$ cat src/rtl/axil_cmd_master.sv
// Single-outstanding AXI4-Lite master: turns one command into one AXI-Lite read or write,
// returns one registered response, and recovers from a silent slave via timeout + drain.
module axil_cmd_master #(
    parameter int ADDR_WIDTH     = 32,
    parameter int DATA_WIDTH     = 32,
    parameter int TIMEOUT_CYCLES = 1024
) (
    input  logic                    axi_aclk,
    input  logic                    axi_aresetn,

    input  logic                    cmd_valid,
    output logic                    cmd_ready,
    input  logic                    cmd_write,
    input  logic [ADDR_WIDTH-1:0]   cmd_addr,
    input  logic [DATA_WIDTH-1:0]   cmd_wdata,
    input  logic [DATA_WIDTH/8-1:0] cmd_wstrb,

    output logic                    rsp_valid,
    input  logic                    rsp_ready,
    output logic                    rsp_write,
    output logic [DATA_WIDTH-1:0]   rsp_rdata,
    output logic [1:0]              rsp_resp,
    output logic                    rsp_timeout,

    output logic [ADDR_WIDTH-1:0]   m_axil_awaddr,
    output logic [2:0]              m_axil_awprot,
    output logic                    m_axil_awvalid,
    input  logic                    m_axil_awready,
    output logic [DATA_WIDTH-1:0]   m_axil_wdata,
    output logic [DATA_WIDTH/8-1:0] m_axil_wstrb,
    output logic                    m_axil_wvalid,
    input  logic                    m_axil_wready,
    input  logic [1:0]              m_axil_bresp,
    input  logic                    m_axil_bvalid,
    output logic                    m_axil_bready,
    output logic [ADDR_WIDTH-1:0]   m_axil_araddr,
    output logic [2:0]              m_axil_arprot,
    output logic                    m_axil_arvalid,
    input  logic                    m_axil_arready,
    input  logic [DATA_WIDTH-1:0]   m_axil_rdata,
    input  logic [1:0]              m_axil_rresp,
    input  logic                    m_axil_rvalid,
    output logic                    m_axil_rready,

    output logic [15:0]             wr_count,
    output logic [15:0]             rd_count,
    output logic [15:0]             err_count
);

    localparam int STRB_WIDTH = DATA_WIDTH / 8;
    localparam bit TIMEOUT_EN = (TIMEOUT_CYCLES > 0);
    localparam logic [31:0] TIMEOUT_LAST = (TIMEOUT_CYCLES > 0) ? 32'(TIMEOUT_CYCLES - 1) : 32'd0;

    typedef enum logic [2:0] {
        IDLE,
        WR_REQ,
        WR_RESP,
        RD_REQ,
        RD_DATA,
        RSP,
        DRAIN
    } state_t;

    state_t                  state_reg, state_next;
    logic                    cmd_ready_reg, cmd_ready_next;
    logic                    awvalid_reg, awvalid_next;
    logic                    wvalid_reg, wvalid_next;
    logic                    arvalid_reg, arvalid_next;
    logic                    bready_reg, bready_next;
    logic                    rready_reg, rready_next;
    logic [ADDR_WIDTH-1:0]   awaddr_reg, awaddr_next;
    logic [ADDR_WIDTH-1:0]   araddr_reg, araddr_next;
    logic [DATA_WIDTH-1:0]   wdata_reg, wdata_next;
    logic [STRB_WIDTH-1:0]   wstrb_reg, wstrb_next;
    logic                    rsp_valid_reg, rsp_valid_next;
    logic                    rsp_write_reg, rsp_write_next;
    logic [DATA_WIDTH-1:0]   rsp_rdata_reg, rsp_rdata_next;
    logic [1:0]              rsp_resp_reg, rsp_resp_next;
    logic                    rsp_timeout_reg, rsp_timeout_next;
    logic [31:0]             timer_reg, timer_next;
    logic [15:0]             wr_count_reg, wr_count_next;
    logic [15:0]             rd_count_reg, rd_count_next;
    logic [15:0]             err_count_reg, err_count_next;

    logic timeout_hit;

    function automatic logic [15:0] sat_inc(input logic [15:0] v);
        return (v == 16'hFFFF) ? v : v + 16'd1;
    endfunction

    // Fires in the last waiting cycle so the response phase lasts exactly TIMEOUT_CYCLES cycles.
    assign timeout_hit = TIMEOUT_EN && (timer_reg == TIMEOUT_LAST);

    always_comb begin
        state_next       = state_reg;
        cmd_ready_next   = cmd_ready_reg;
        awvalid_next     = awvalid_reg;
        wvalid_next      = wvalid_reg;
        arvalid_next     = arvalid_reg;
        bready_next      = bready_reg;
        rready_next      = rready_reg;
        awaddr_next      = awaddr_reg;
        araddr_next      = araddr_reg;
        wdata_next       = wdata_reg;
        wstrb_next       = wstrb_reg;
        rsp_valid_next   = rsp_valid_reg;
        rsp_write_next   = rsp_write_reg;
        rsp_rdata_next   = rsp_rdata_reg;
        rsp_resp_next    = rsp_resp_reg;
        rsp_timeout_next = rsp_timeout_reg;
        timer_next       = timer_reg;
        wr_count_next    = wr_count_reg;
        rd_count_next    = rd_count_reg;
        err_count_next   = err_count_reg;

        case (state_reg)
            IDLE: begin
                cmd_ready_next = 1'b1;
                if (cmd_valid && cmd_ready_reg) begin
                    cmd_ready_next = 1'b0;
                    if (cmd_write) begin
                        awaddr_next  = cmd_addr;
                        wdata_next   = cmd_wdata;
                        wstrb_next   = cmd_wstrb;
                        awvalid_next = 1'b1;
                        wvalid_next  = 1'b1;
                        state_next   = WR_REQ;
                    end else begin
                        araddr_next  = cmd_addr;
                        arvalid_next = 1'b1;
                        state_next   = RD_REQ;
                    end
                end
            end

            WR_REQ: begin
                // AW and W complete independently, in either order.
                awvalid_next = awvalid_reg && !m_axil_awready;
                wvalid_next  = wvalid_reg && !m_axil_wready;
                if (!awvalid_next && !wvalid_next) begin
                    bready_next = 1'b1;
                    timer_next  = 32'd0;
                    state_next  = WR_RESP;
                end
            end

            WR_RESP: begin
                timer_next = timer_reg + 32'd1;
                if (m_axil_bvalid && bready_reg) begin
                    bready_next      = 1'b0;
                    rsp_valid_next   = 1'b1;
                    rsp_write_next   = 1'b1;
                    rsp_rdata_next   = '0;
                    rsp_resp_next    = m_axil_bresp;
                    rsp_timeout_next = 1'b0;
                    state_next       = RSP;
                end else if (timeout_hit) begin
                    bready_next      = 1'b0;
                    rsp_valid_next   = 1'b1;
                    rsp_write_next   = 1'b1;
                    rsp_rdata_next   = '0;
                    rsp_resp_next    = 2'b10;
                    rsp_timeout_next = 1'b1;
                    state_next       = RSP;
                end
            end

            RD_REQ: begin
                if (m_axil_arready) begin
                    arvalid_next = 1'b0;
                    rready_next  = 1'b1;
                    timer_next   = 32'd0;
                    state_next   = RD_DATA;
                end
            end

            RD_DATA: begin
                timer_next = timer_reg + 32'd1;
                if (m_axil_rvalid && rready_reg) begin
                    rready_next      = 1'b0;
                    rsp_valid_next   = 1'b1;
                    rsp_write_next   = 1'b0;
                    rsp_rdata_next   = m_axil_rdata;
                    rsp_resp_next    = m_axil_rresp;
                    rsp_timeout_next = 1'b0;
                    state_next       = RSP;
                end else if (timeout_hit) begin
                    rready_next      = 1'b0;
                    rsp_valid_next   = 1'b1;
                    rsp_write_next   = 1'b0;
                    rsp_rdata_next   = '0;
                    rsp_resp_next    = 2'b10;
                    rsp_timeout_next = 1'b1;
                    state_next       = RSP;
                end
            end

            RSP: begin
                if (rsp_ready) begin
                    rsp_valid_next = 1'b0;
                    if (rsp_write_reg) begin
                        wr_count_next = sat_inc(wr_count_reg);
                    end else begin
                        rd_count_next = sat_inc(rd_count_reg);
                    end
                    if ((rsp_resp_reg != 2'b00) || rsp_timeout_reg) begin
                        err_count_next = sat_inc(err_count_reg);
                    end
                    // After a timeout the slave may still owe us a beat; swallow it before new work.
                    if (rsp_timeout_reg) begin
                        bready_next = rsp_write_reg;
                        rready_next = !rsp_write_reg;
                        state_next  = DRAIN;
                    end else begin
                        cmd_ready_next = 1'b1;
                        state_next     = IDLE;
                    end
                end
            end

            DRAIN: begin
                if ((m_axil_bvalid && bready_reg) || (m_axil_rvalid && rready_reg)) begin
                    bready_next    = 1'b0;
                    rready_next    = 1'b0;
                    cmd_ready_next = 1'b1;
                    state_next     = IDLE;
                end
            end

            default: begin
                state_next = IDLE;
            end
        endcase
    end

    always_ff @(posedge axi_aclk or negedge axi_aresetn) begin
        if (!axi_aresetn) begin
            state_reg       <= IDLE;
            cmd_ready_reg   <= 1'b0;
            awvalid_reg     <= 1'b0;
            wvalid_reg      <= 1'b0;
            arvalid_reg     <= 1'b0;
            bready_reg      <= 1'b0;
            rready_reg      <= 1'b0;
            awaddr_reg      <= '0;
            araddr_reg      <= '0;
            wdata_reg       <= '0;
            wstrb_reg       <= '0;
            rsp_valid_reg   <= 1'b0;
            rsp_write_reg   <= 1'b0;
            rsp_rdata_reg   <= '0;
            rsp_resp_reg    <= 2'b00;
            rsp_timeout_reg <= 1'b0;
            timer_reg       <= 32'd0;
            wr_count_reg    <= 16'd0;
            rd_count_reg    <= 16'd0;
            err_count_reg   <= 16'd0;
        end else begin
            state_reg       <= state_next;
            cmd_ready_reg   <= cmd_ready_next;
            awvalid_reg     <= awvalid_next;
            wvalid_reg      <= wvalid_next;
            arvalid_reg     <= arvalid_next;
            bready_reg      <= bready_next;
            rready_reg      <= rready_next;
            awaddr_reg      <= awaddr_next;
            araddr_reg      <= araddr_next;
            wdata_reg       <= wdata_next;
            wstrb_reg       <= wstrb_next;
            rsp_valid_reg   <= rsp_valid_next;
            rsp_write_reg   <= rsp_write_next;
            rsp_rdata_reg   <= rsp_rdata_next;
            rsp_resp_reg    <= rsp_resp_next;
            rsp_timeout_reg <= rsp_timeout_next;
            timer_reg       <= timer_next;
            wr_count_reg    <= wr_count_next;
            rd_count_reg    <= rd_count_next;
            err_count_reg   <= err_count_next;
        end
    end

    assign cmd_ready      = cmd_ready_reg;
    assign rsp_valid      = rsp_valid_reg;
    assign rsp_write      = rsp_write_reg;
    assign rsp_rdata      = rsp_rdata_reg;
    assign rsp_resp       = rsp_resp_reg;
    assign rsp_timeout    = rsp_timeout_reg;
    assign m_axil_awaddr  = awaddr_reg;
    assign m_axil_awprot  = 3'b000;
    assign m_axil_awvalid = awvalid_reg;
    assign m_axil_wdata   = wdata_reg;
    assign m_axil_wstrb   = wstrb_reg;
    assign m_axil_wvalid  = wvalid_reg;
    assign m_axil_bready  = bready_reg;
    assign m_axil_araddr  = araddr_reg;
    assign m_axil_arprot  = 3'b000;
    assign m_axil_arvalid = arvalid_reg;
    assign m_axil_rready  = rready_reg;
    assign wr_count       = wr_count_reg;
    assign rd_count       = rd_count_reg;
    assign err_count      = err_count_reg;

endmodule
$ cat config.mk
export PLATFORM = sky130hd
export DESIGN_NAME = axil_cmd_master
export DESIGN_NICKNAME = d
export VERILOG_FILES = /design/src/rtl/axil_cmd_master.sv
export SDC_FILE = /design/constraint.sdc
export NUM_CORES = 1
export LEC_CHECK = 0
export ABC_AREA = 1
export CORE_MARGIN = 2
export CORE_UTILIZATION = 52
export CTS_CLUSTER_DIAMETER = 60
export DETAILED_ROUTE_END_ITERATION = 16
export PLACE_DENSITY = 0.95
export SLEW_MARGIN = 20
export SYNTH_ARGS = -nofsm -noshare
export SYNTH_HDL_FRONTEND = slang
export SYNTH_SLANG_ARGS = --single-unit
$ cat constraint.sdc
create_clock -name axi_aclk -period 5.1 [get_ports axi_aclk]
set_input_delay 1.02 -clock axi_aclk [delete_from_list [all_inputs] [get_ports axi_aclk]]
set_output_delay 1.02 -clock axi_aclk [all_outputs]
set_load 0.01 [all_outputs]
==> results.md, run 1 <==
Clocking:
- CTS built an H-tree with a depth of 1.
- The clock latency reported for the late side of the worst-skew pair is 0.54 ns.
- The clock passes through at most 3 buffers.
- The number of buffers created by CTS is 26.
- The number of sinks on the clock net is 226.
- The post-cts hold buffer count is 0.
- Gates resized during post-CTS repair numbered 0.
- After clock tree synthesis, the clock-pin slew on the worst setup and hold paths is 0.07 ns.
- The clock tree from TritonCTS is yes.
- CTS placed an instance of clkbuf_16 at the clock tree root.
- Once the clock tree was built, the setup fixing pass inserted 0 buffers.

Worst setup path:
- The setup check on the worst reg-to-reg path leaves a slack of 2.32 ns.
- The critical path startpoint is state_reg[0].
- The endpoint required time on the critical path is 5.51 ns.
- The worst setup path is captured at a flop.
- The worst register-to-register path begins at state_reg[0].
- The arrival time of the worst setup path is 3.19 ns.
- STA classifies the critical path startpoint as a flop.
- In this run the critical register-to-register path is captured at timer_reg[3].
- The category of the most critical setup path is flop to flop.
- Counting cells, the worst reg-to-reg path comes to 11.
- The timing endpoint of the critical path is timer_reg[3].
- The critical-path maximum fanout is 49.

Final layout:
- Summing all multi-input logic gate instances after layout gives between 0.004 and 0.005 sq mm.
- The library cells used most frequently in the layout, excluding fill and tap cells, are 403 x nand2_1, 303 x clkdlybuf4s50_1, 226 x dfrtp_1.
- The final layout contains 1748 nets.
- Compared with the post-synthesis result, the final layout area differs by 38.1%.
- After filler insertion, the fill cell instance count of the layout stands at 1456.
- Leaving out fill and tap cells, the most frequent cell in the layout is nand2_1.
- The combined flip-flop and latch cell area is 0.00566 sq mm.
- Of the cells placed in the final design, the portion with a size suffix greater than 1 is 0.0674.

Logic synthesis:
- In this run, synthesis inferred 0 flip-flops with an integrated enable.
- The mapped netlist covers 0.0109 sq mm.
- Counting every instance in the synthesized netlist gives 1334.
- The flop and latch count out of synthesis is ~230.
- After synthesis, the share of flip-flops with an asynchronous set or reset is 1.00.
- The main flop type after synthesis is dfrtp_1.
- During synthesis, Yosys emitted a total of 0 warnings.
- The sequential element share of the synthesized area is 0.517.
- The count of different cell masters after synthesis is 41.
- The mean instance size in the synthesized netlist is 8.19 sq um.

Detailed routing:
- The met2 wire length is roughly 17 mm.
- The count of nets left with antenna violations once routing finished came out at 0.
- The average via count per standard cell is 5.48.
- The first routing iteration left between 900 and 1k violations.
- The detailed router put a total of around 13 mm of wire on met1.
- After detailed routing, the average wire length per cell comes to 17.8 microns.
- The count of TritonRoute iterations in the first routing pass is 5.
- The wire length after detailed routing is about 34 mm.
- The via count is 10.5k.
- The routed length on met3 is 3.20 mm.
- The highest metal layer used by the detailed router is met4.
- The count of unresolved DRC violations after routing is 0.

Power and ir drop:
- The ratio of total power to cell area is 548 mW/mm^2.
- The peak supply drop is 0.473 mV.
- Summing internal, switching and leakage power gives 8.27 mW.
- The leakage power is 7.01 nW.

STA:
- The setup clock skew after layout is 0.0214 ns.
- The headroom to the max-slew limit is 0.284.
- The count of final max-slew check failures is 0.
- Setup violations remaining at the end of the flow were counted as 0.
- For the pin with the worst max-slew slack, the measured transition is 1.07 ns.
- The peak clock frequency supported by timing is 360 MHz.
- Across all hold checks on the routed design, the worst slack comes to 0.470 ns.
- The post-route clock period utilization is 0.545.
- The number of endpoints with negative hold slack in the final report is 0.
- Setup repair after global routing left no endpoint under its margin.
- In the final timing run, aggregate negative setup slack is 0 ns.
- The smallest clock period supported by the final layout is computed as between 2 and 3 ns.

Placed design:
- The count of input and output buffers is 304.
- The half-perimeter wire length after placement is roughly 23 mm.
- The congestion estimate from routability-driven global placement came to between 0.9 and 1.

Floorplanning:
- Row generation in the floorplan step produced 53 rows.
- The initial core utilization is 0.525.
- The total area inside the core boundary comes to 0.0208 sq mm.
- The floorplan step set the die height to 149 microns.
- The width of the die is 149 microns.
- During I/O placement, the number of pins put on the boundary was 311.
- The die covers 0.0222 sq mm.

Global routing:
- The global-route wire length before repair is 53.6 mm.
- The largest net degree at the start of global routing is 127.
- The number of global-route vias before repair is 10.5k.
- The number of antenna violations at the first check in global routing is 1.
- The residual overflow from global routing is 0.
- Across every metal layer, demand over resource in global routing totals 0.303.

Outcome:
- The flow ran to the end, and the final reports show no timing, DRC or antenna violations.

Hold path:
- In this run the worst hold path is classified as primary input to asynchronous set/reset pin.

Job:
- The max-cap check violation count is 0.
-- layout make-up --
type / instances / area share
flip-flops and latches: 226 / 0.375
multi-input cells: 923 / 0.299
repair buffers: 306 / 0.204
clock buffers: 33 / 0.0468
inverters: 143 / 0.0357
well taps: 275 / 0.0228
clock inverters: 15 / 0.0170
diodes: 1 / 0.000166
-- cell usage after synthesis (12+ instances only) --
cell type  count  area (sq um)
buf_2         18          90.1
nand4_1       25           156
nor2_1       120           450
a21oi_1       12          60.1
dfrtp_1      226          5660
nand2_1      403          1510
nand3_1       95           475
xor2_1        22           193
o21ai_0      124           621
nor3_1        18          90.1
mux2_2        32           360
inv_1        132           495
clkbuf_1      14          52.6
-- worst min path at each step --
stage	from	endpoint	slack, ns	cells past startpoint
floorplan	timer_reg[1]	timer_reg[1]	0.48	2
global placement	m_axil_awaddr[29]	m_axil_awaddr[29]	0.46	2
detailed placement	m_axil_awaddr[28]	m_axil_awaddr[28]	0.48	2
CTS	m_axil_awaddr[30]	m_axil_awaddr[30]	0.49	2
global route	m_axil_awaddr[30]	m_axil_awaddr[30]	0.52	2
finish	axi_aresetn	rsp_rdata[17]	0.47	1
-- layer usage --
metal,global-route usage,vias to the layer above
met2,0.511,531
met4,0.139,0
met1,0.365,5024
met3,0.0804,130
li1,-,4838
met5,0,-
-- power breakdown --
group	internal, mW	leakage (nW)	switching, mW
Clock	1.29	0.464	0.786
Combinational	1.60	3.65	1.67
Sequential	2.43	2.90	0.490
-- kinds of logic after synthesis --
| kind of cell | count (synthesis) | share of synthesized area |
|---|---|---|
| buf+inv | 190 | 0.0727 |
| xor+xnor | 32 | 0.0256 |
| flops | 226 | 0.517 |
| mux | 36 | 0.0371 |
| other cells | 1 | 0.000343 |
| compound gates | 156 | 0.0737 |
| simple gates | 685 | 0.264 |
| fa+ha+maj | 8 | 0.00916 |
-- worst max-delay path: stages, from the launching register on --
cell and delay [ns]:
dfrtp_1 0.42, inv_1 0.11, ha_1 0.26, nand2_4 0.14, nand2_4 0.34, inv_4 0.13, nand3_4 0.10, nand3_4 0.17
inv_2 0.59, nand2_2 0.20, nand2_1 0.12, nor2_1 0.05
-- through the flow --
step / setup slack (ns) / area, sq um / cells / util
finish: 2.32 / 15100 / 1922 / 0.725
CTS: 2.17 / 15100 / 1921 / 0.725
global route: 2.05 / 15100 / 1921 / 0.725
global placement: 2.07 / 14100 / 1873 / 0.678
floorplan: 3.14 / 10900 / 1339 / -
detailed placement: 1.87 / 14100 / 1873 / 0.678
Note: power is estimated with default switching activity, not from simulation.
==> inputs of run 2 (changes only) <==
CORE_UTILIZATION = 48   (was 52)
PLACE_DENSITY = 0.9   (was 0.95)
clock period = 2.8 ns   (was 5.1 ns; I/O delays follow)
==> results.md, run 2 (synthesis gave the netlist of run 1 again) <==
Job:
- The max-cap check violation count is 0 (unchanged).

Final layout:
- The layout net count came to 1761 (+0.74%).
- The share of cells above drive strength 1 was 0.0754 (+0.00800).
- Leaving out fill and tap cells, the most frequent cell in the layout is nand2_1.
- The relative area change from synthesis to final layout is 38.7%.
- The final design utilization came to 0.674 (-0.0512).
- The antenna cell count was 0 (-1).
- The filler-free cell count of the finished design is 1942 (+1.0%).
- Leaving out fill and tap cells, the most frequent cells in the layout are 403 x nand2_1, 303 x clkdlybuf4s50_1, 226 x dfrtp_1.

STA:
- The headroom to the max-slew limit is 0.595 (+0.310).
- The peak clock frequency supported by timing is 413 MHz (+15%).
- The total negative slack came to 0 ns (unchanged).
- The post-route clock period utilization was 0.865 (+0.320).
- The count of final max-slew check failures is 0 (unchanged).
- The setup violation total in the final timing report was 0 (unchanged).
- The transition at the pin with the smallest max-transition slack is 0.608 ns (-0.465 ns).
- Setup repair after global routing left no endpoint under its margin.
- The number of endpoints with negative hold slack in the final report was 7 (+7).
- The minimum clock period after layout came to 2.42 ns (-0.357 ns).
- The setup clock skew after layout came to 0.0142 ns (-0.00715 ns).
- The worst hold-check slack is -0.0248 ns (-0.495 ns).

Clocking:
- The clock latency reported for the late side of the worst-skew pair was 0.54 ns (about the same).
- The post-cts hold buffer count is 0 (unchanged).
- TritonCTS built the clock tree.
- The clock-pin slew on the worst setup and hold paths is 0.06 ns (about the same).
- The number of buffers created by CTS was 25 (-3.8%).
- The setup fix buffers added after clock tree synthesis is 0 (unchanged).
- The number of sinks on the clock net is 226 (unchanged).
- The number of H-tree levels came to 1 (unchanged).
- The post-cts repair resize count is 0 (unchanged).
- The maximum count of clock buffers along a single path is 3 (unchanged).
- The tree is rooted in a clkbuf_16.

Global routing:
- The largest net degree at the start of global routing is 77 (-39%).
- The number of antenna violations at the first check in global routing is 0 (-1).
- The number of global-route vias before repair is 10.3k (-2.0%).
- The residual overflow from global routing came to 0 (unchanged).
- The global-route wire length before repair was 52.2 mm (-2.6%).
- The combined global-route utilization of all metal layers came to 0.269 (-0.0345).

Power and ir drop:
- The leakage power is 7.07 nW (+0.86%).
- The total power was 14.6 mW (+77%).
- The ratio of total power to cell area is 964 mW/mm^2 (+76%).
- The peak supply drop is 0.640 mV (+35%).

Floorplanning:
- The width of the die came to 155 microns (+4.0%).
- The area enclosed by the die boundary is 0.0240 sq mm (+8.1%).
- The total core area is 0.0225 sq mm (+8.1%).
- The initial core utilization is 0.486 (-0.0392).
- The vertical die dimension is 155 microns (+4.0%).
- The number of core rows is 55 (+3.8%).
- The number of ports placed on the die boundary is 311 (unchanged).

Detailed routing:
- The antenna violation net count after detailed routing is 0 (unchanged).
- The routed wirelength normalized by instance count is 16.8 microns (-6.1%).
- The wire length after detailed routing came to 32.5 mm (-5.1%).
- The count of unresolved DRC violations after routing came to 0 (unchanged).
- The average via count per standard cell is 5.26 (-3.9%).
- The detailed router's first-iteration violation count is 761 (-17%).
- The via count is 10.2k (-2.9%).
- The count of TritonRoute iterations in the first routing pass was 5 (unchanged).

Placed design:
- The count of input and output buffers is 304 (unchanged).
- The instance count after placement with tap cells included came to 1897 (+1.3%).
- The half-perimeter wire length after placement was 23.8 mm (+1.3%).
- The last weighted congestion value of the routability-driven placer is 0.924 (-5.0%).

Outcome:
- The checks that failed: hold timing.
- The run finished, with violations left.

Worst setup path:
- The arrival time of the worst setup path came to 2.83 ns (-0.36 ns).
- The endpoint required time on the critical path is 3.21 ns (-2.30 ns).
- The worst setup path is launched from a flop.
- The critical-path maximum fanout was 43 (-12%).
- The category of the most critical setup path is flop to flop.
- The critical path capture point type is a flop.

Hold path:
- The tightest min-delay check is of the primary input to asynchronous set/reset pin type.
==> run 2: through the flow <==
stage | worst slack, ns | area, sq um
after detailed placement | 0.261 | 14300
after global routing | 0.205 | 15200
after global placement | 0.333 | 14300
after CTS | 0.404 | 15200
after floorplan | 0.983 | 10900
final | 0.377 | 15200
==> run 2: cell type report <==
| type | instances | area [sq um] |
|---|---|---|
| clock buffers | 34 | 739 |
| clock inverters | 11 | 133 |
| fillers | 1624 | 7340 |
| inverters | 143 | 539 |
| multi-input cells | 923 | 4510 |
| flip-flops and latches | 226 | 5660 |
| well taps | 285 | 357 |
| repair buffers | 320 | 3230 |
==> run 2: report_power, final <==
part | total, mW | switching, mW | internal [mW] | leakage (nW)
logic | 5.90 | 2.91 | 2.98 | 3.74
registers | 5.27 | 0.842 | 4.43 | 2.90
clock network | 3.45 | 1.40 | 2.05 | 0.435
total | 14.6 | 5.16 | 9.46 | 7.07
==> run 2: critical path: stages (launching register included) <==
cell	delay [ns]
dfrtp_1	0.41
inv_1	0.12
ha_1	0.26
inv_1	0.07
nor2_1	0.24
inv_2	0.13
nor2_4	0.12
nand2_4	0.26
buf_12	0.29
buf_12	0.17
nand2_1	0.08
o21ai_0	0.11
==> run 2: path summary, 6_finish.rpt <==
check / startpoint / endpoint / slack (ns) / depth (start not counted)
max in group asynchronous: axi_aresetn / m_axil_araddr[0] / 2.01 / 2
worst max register to register: state_reg[0] / m_axil_awaddr[15] / 0.38 / 11
worst min-delay path: axi_aresetn / rsp_rdata[30] / -0.02 / 1
min in group axi_aclk: m_axil_awaddr[28] / m_axil_awaddr[28] / 0.48 / 2
worst min register to register: m_axil_awaddr[28] / m_axil_awaddr[28] / 0.48 / 2
worst max-delay path: state_reg[0] / m_axil_awaddr[15] / 0.38 / 11
==> run 2: routing by layer <==
metal  wire [microns]  part of all wire  global-route usage
met5                0                 0                   0
met4             1160             0.036              0.0922
met3             2520             0.078              0.0685
met2            16300              0.50               0.462
met1            12600              0.39               0.330
==> inputs of run 3 (changes only) <==
PLACE_DENSITY = 0.8   (was 0.9)
==> results.md, run 3 (synthesis gave the netlist of run 1 again) <==
Worst setup path:
- The category of the most critical setup path is flop to flop.
- The worst setup path is launched from a flop.
- The peak per-stage delay on the critical path is 0.42 ns (about the same).
- The worst reg2reg path endpoint is m_axil_awaddr[21].
- The critical-path maximum fanout was 52 (+21%).
- The arrival time of the worst setup path was 2.81 ns (-0.02 ns).
- The count of cells along the worst register-to-register path is 10 (-1).
- The most critical setup path has its startpoint at state_reg[0].
- The count of cell instances traversed by the critical path was 10 (-1).
- The cell family contributing the most delay on the critical path is simple AND/OR/NAND/NOR gates.
- The critical path capture point type is a flop.
- The worst path buffer plus inverter count is 4 (-1).
- Following the worst setup path forward leads to its endpoint at m_axil_awaddr[21].
- The internal reg-to-reg setup slack is 0.41 ns (+0.03 ns).
- Traced cell by cell, the critical path runs through inv_1 -> ha_1 -> inv_1 -> nor2_1 -> inv_2 -> nor2_4 -> nand2_4 -> buf_4 -> nand2_1 -> o21ai_0.
- The most frequent cell on the critical path is inv_1.
- The slowest stage of the critical path is the dfrtp_1 cell.
- The endpoint required time on the critical path came to 3.22 ns (about the same).
- In this run the critical register-to-register path is launched from state_reg[0].

Floorplanning:
- The total core area is 0.0225 sq mm (unchanged).
- The initial core utilization was 0.486 (unchanged).
- The number of core rows is 55 (unchanged).
- The vertical die dimension is 155 microns (unchanged).
- The number of ports placed on the die boundary was 311 (unchanged).
- The width of the die is 155 microns (unchanged).
- The area enclosed by the die boundary is 0.0240 sq mm (unchanged).

Power and ir drop:
- The leakage power came to 7.09 nW (+0.17%).
- The peak supply drop is 0.698 mV (+9.1%).
- The ratio of total power to cell area is 966 mW/mm^2 (+0.15%).
- The total power is 14.7 mW (+0.46%).

Final layout:
- The antenna cell count is 0 (unchanged).
- The share of cells above drive strength 1 is 0.0759 (+0.000420).
- The footprint of the multi-input gates was 0.00452 sq mm (+0.17%).
- The combined flip-flop and latch cell area is 0.00566 sq mm (unchanged).
- Leaving out fill and tap cells, the most frequent cells in the layout are 403 x nand2_1, 303 x clkdlybuf4s50_1, 226 x dfrtp_1.
- The layout net count is 1763 (+0.11%).
- Leaving out fill and tap cells, the most frequent cell in the layout is nand2_1.
- The relative area change from synthesis to final layout is 39.2%.
- The total of fill cells in the finished design was 1790 (+10%).
- The total non-filler cell area in the finished layout is 0.0152 sq mm (+0.31%).

Job:
- The max-cap check violation count is 0 (unchanged).

Clocking:
- The number of sinks on the clock net was 226 (unchanged).
- The clock latency reported for the late side of the worst-skew pair is 0.55 ns (about the same).
- The root buffer cell chosen for the clock tree is clkbuf_16.
- The number of buffers created by CTS came to 26 (+4.0%).
- The clock-pin slew on the worst setup and hold paths came to 0.06 ns (about the same).
- The maximum count of clock buffers along a single path is 3 (unchanged).
- The number of H-tree levels came to 1 (unchanged).
- TritonCTS built the clock tree.

Global routing:
- The number of global-route vias before repair came to 9878 (-4.0%).
- The global-route wire length before repair is 50.9 mm (-2.6%).
- The largest net degree at the start of global routing was 70 (-9.1%).
- The number of antenna violations at the first check in global routing is 0 (unchanged).
- The residual overflow from global routing was 0 (unchanged).
- The combined global-route utilization of all metal layers is 0.262 (-0.00669).

Detailed routing:
- The via count is 10.1k (-1.5%).
- The routed wirelength normalized by instance count is 16.3 microns (-3.0%).
- The count of TritonRoute iterations in the first routing pass is 6 (+1).
- The count of unresolved DRC violations after routing is 0 (unchanged).
- The wire length after detailed routing came to 31.6 mm (-2.8%).
- The met2 wire length is 15.4 mm (-5.3%).
- The antenna violation net count after detailed routing is 0 (unchanged).
- The highest metal layer used by the detailed router is met4.
- The total routed wire length on the met1 layer is 12.8 mm (+1.3%).
- The detailed router's first-iteration violation count was 637 (-16%).
- The average via count per standard cell is 5.17 (-1.7%).
- The routed length on met3 is 2.59 mm (+2.7%).

Outcome:
- The flow ran to the end, and the final reports show no timing, DRC or antenna violations.

STA:
- The post-layout worst setup margin is 0.411 ns (+0.0336 ns).
- The post-route clock period utilization is 0.853 (-0.0120).
- The transition at the pin with the smallest max-transition slack came to 0.674 ns (+0.0656 ns).
- Setup repair after global routing left no endpoint under its margin.
- The minimum clock period after layout is 2.39 ns (-0.0336 ns).
- The number of endpoints with negative hold slack in the final report is 0 (-7).
- The setup clock skew after layout is 0.0247 ns (+0.0104 ns).
- The total negative slack is 0 ns (unchanged).
- The peak clock frequency supported by timing is 419 MHz (+1.4%).
- The count of final max-slew check failures was 0 (unchanged).
- The headroom to the max-slew limit is 0.551 (-0.0437).
- The setup violation total in the final timing report is 0 (unchanged).

Hold path:
- Counting instances, the worst hold path has a depth of 2.
- The worst hold path begins at m_axil_bready.
- The worst hold-check path type is flop to flop.

Placed design:
- The last weighted congestion value of the routability-driven placer is 0.936 (+1.3%).
- The placed standard-cell area is 0.0143 sq mm (about the same).
- The pre-CTS setup slack was 0.450 ns (+0.189 ns).
- The half-perimeter wire length after placement is 23.2 mm (-2.5%).
- The count of input and output buffers is 304 (unchanged).
[run 3: report_power, final]
part	internal (mW)	switching, mW	leakage (nW)
logic	3.00	2.91	3.74
clock network	2.12	1.42	0.451
registers	4.43	0.809	2.90
total	9.55	5.14	7.09
[run 3: how the worst min path moves through the flow]
stage / end / slack [ns]
global route: m_axil_awaddr[8] / 0.50
finish: m_axil_bready / 0.49
CTS: m_axil_awaddr[8] / 0.49
detailed placement: m_axil_awaddr[8] / 0.47
floorplan: cmd_ready / 0.26
global placement: m_axil_awaddr[8] / 0.47
[run 3: metal layers]
metal,vias up,global-route usage
met3,60,0.0699
met4,0,0.0794
met2,393,0.443
met5,-,0
li1,4854,-
met1,4755,0.331
[run 3: final cells by class]
| type | count | area share |
|---|---|---|
| Multi-Input combinational cell | 923 | 0.297 |
| Tap cell | 285 | 0.0234 |
| Clock inverter | 11 | 0.00938 |
| Inverter | 143 | 0.0355 |
| Sequential cell | 226 | 0.372 |
| Timing Repair Buffer | 321 | 0.212 |
| Clock buffer | 37 | 0.0508 |
[run 3: worst reg2reg max path, cell delays in order (launching register included)]
cell and delay, ns:
dfrtp_1 0.42, inv_1 0.11, ha_1 0.25, inv_1 0.09, nor2_1 0.24, inv_2 0.13, nor2_4 0.13, nand2_4 0.37
buf_4 0.38, nand2_1 0.08, o21ai_0 0.09
[run 3: repair_timing]
action,4_1_cts,5_1_grt
hold buffers,1,0
hold endpoints to repair,54,0
setup endpoints to repair,0,0
buffers inserted,0,0
gates resized for setup,0,0
[run 3: stage by stage]
step / hold WS [ns] / utilization / cells
after floorplan: 0.264 / - / 1339
after global placement: 0.466 / 0.635 / 1897
after detailed placement: 0.472 / 0.635 / 1897
after CTS: 0.487 / 0.676 / 1946
after global routing: 0.501 / 0.676 / 1946
final: 0.485 / 0.676 / 1946
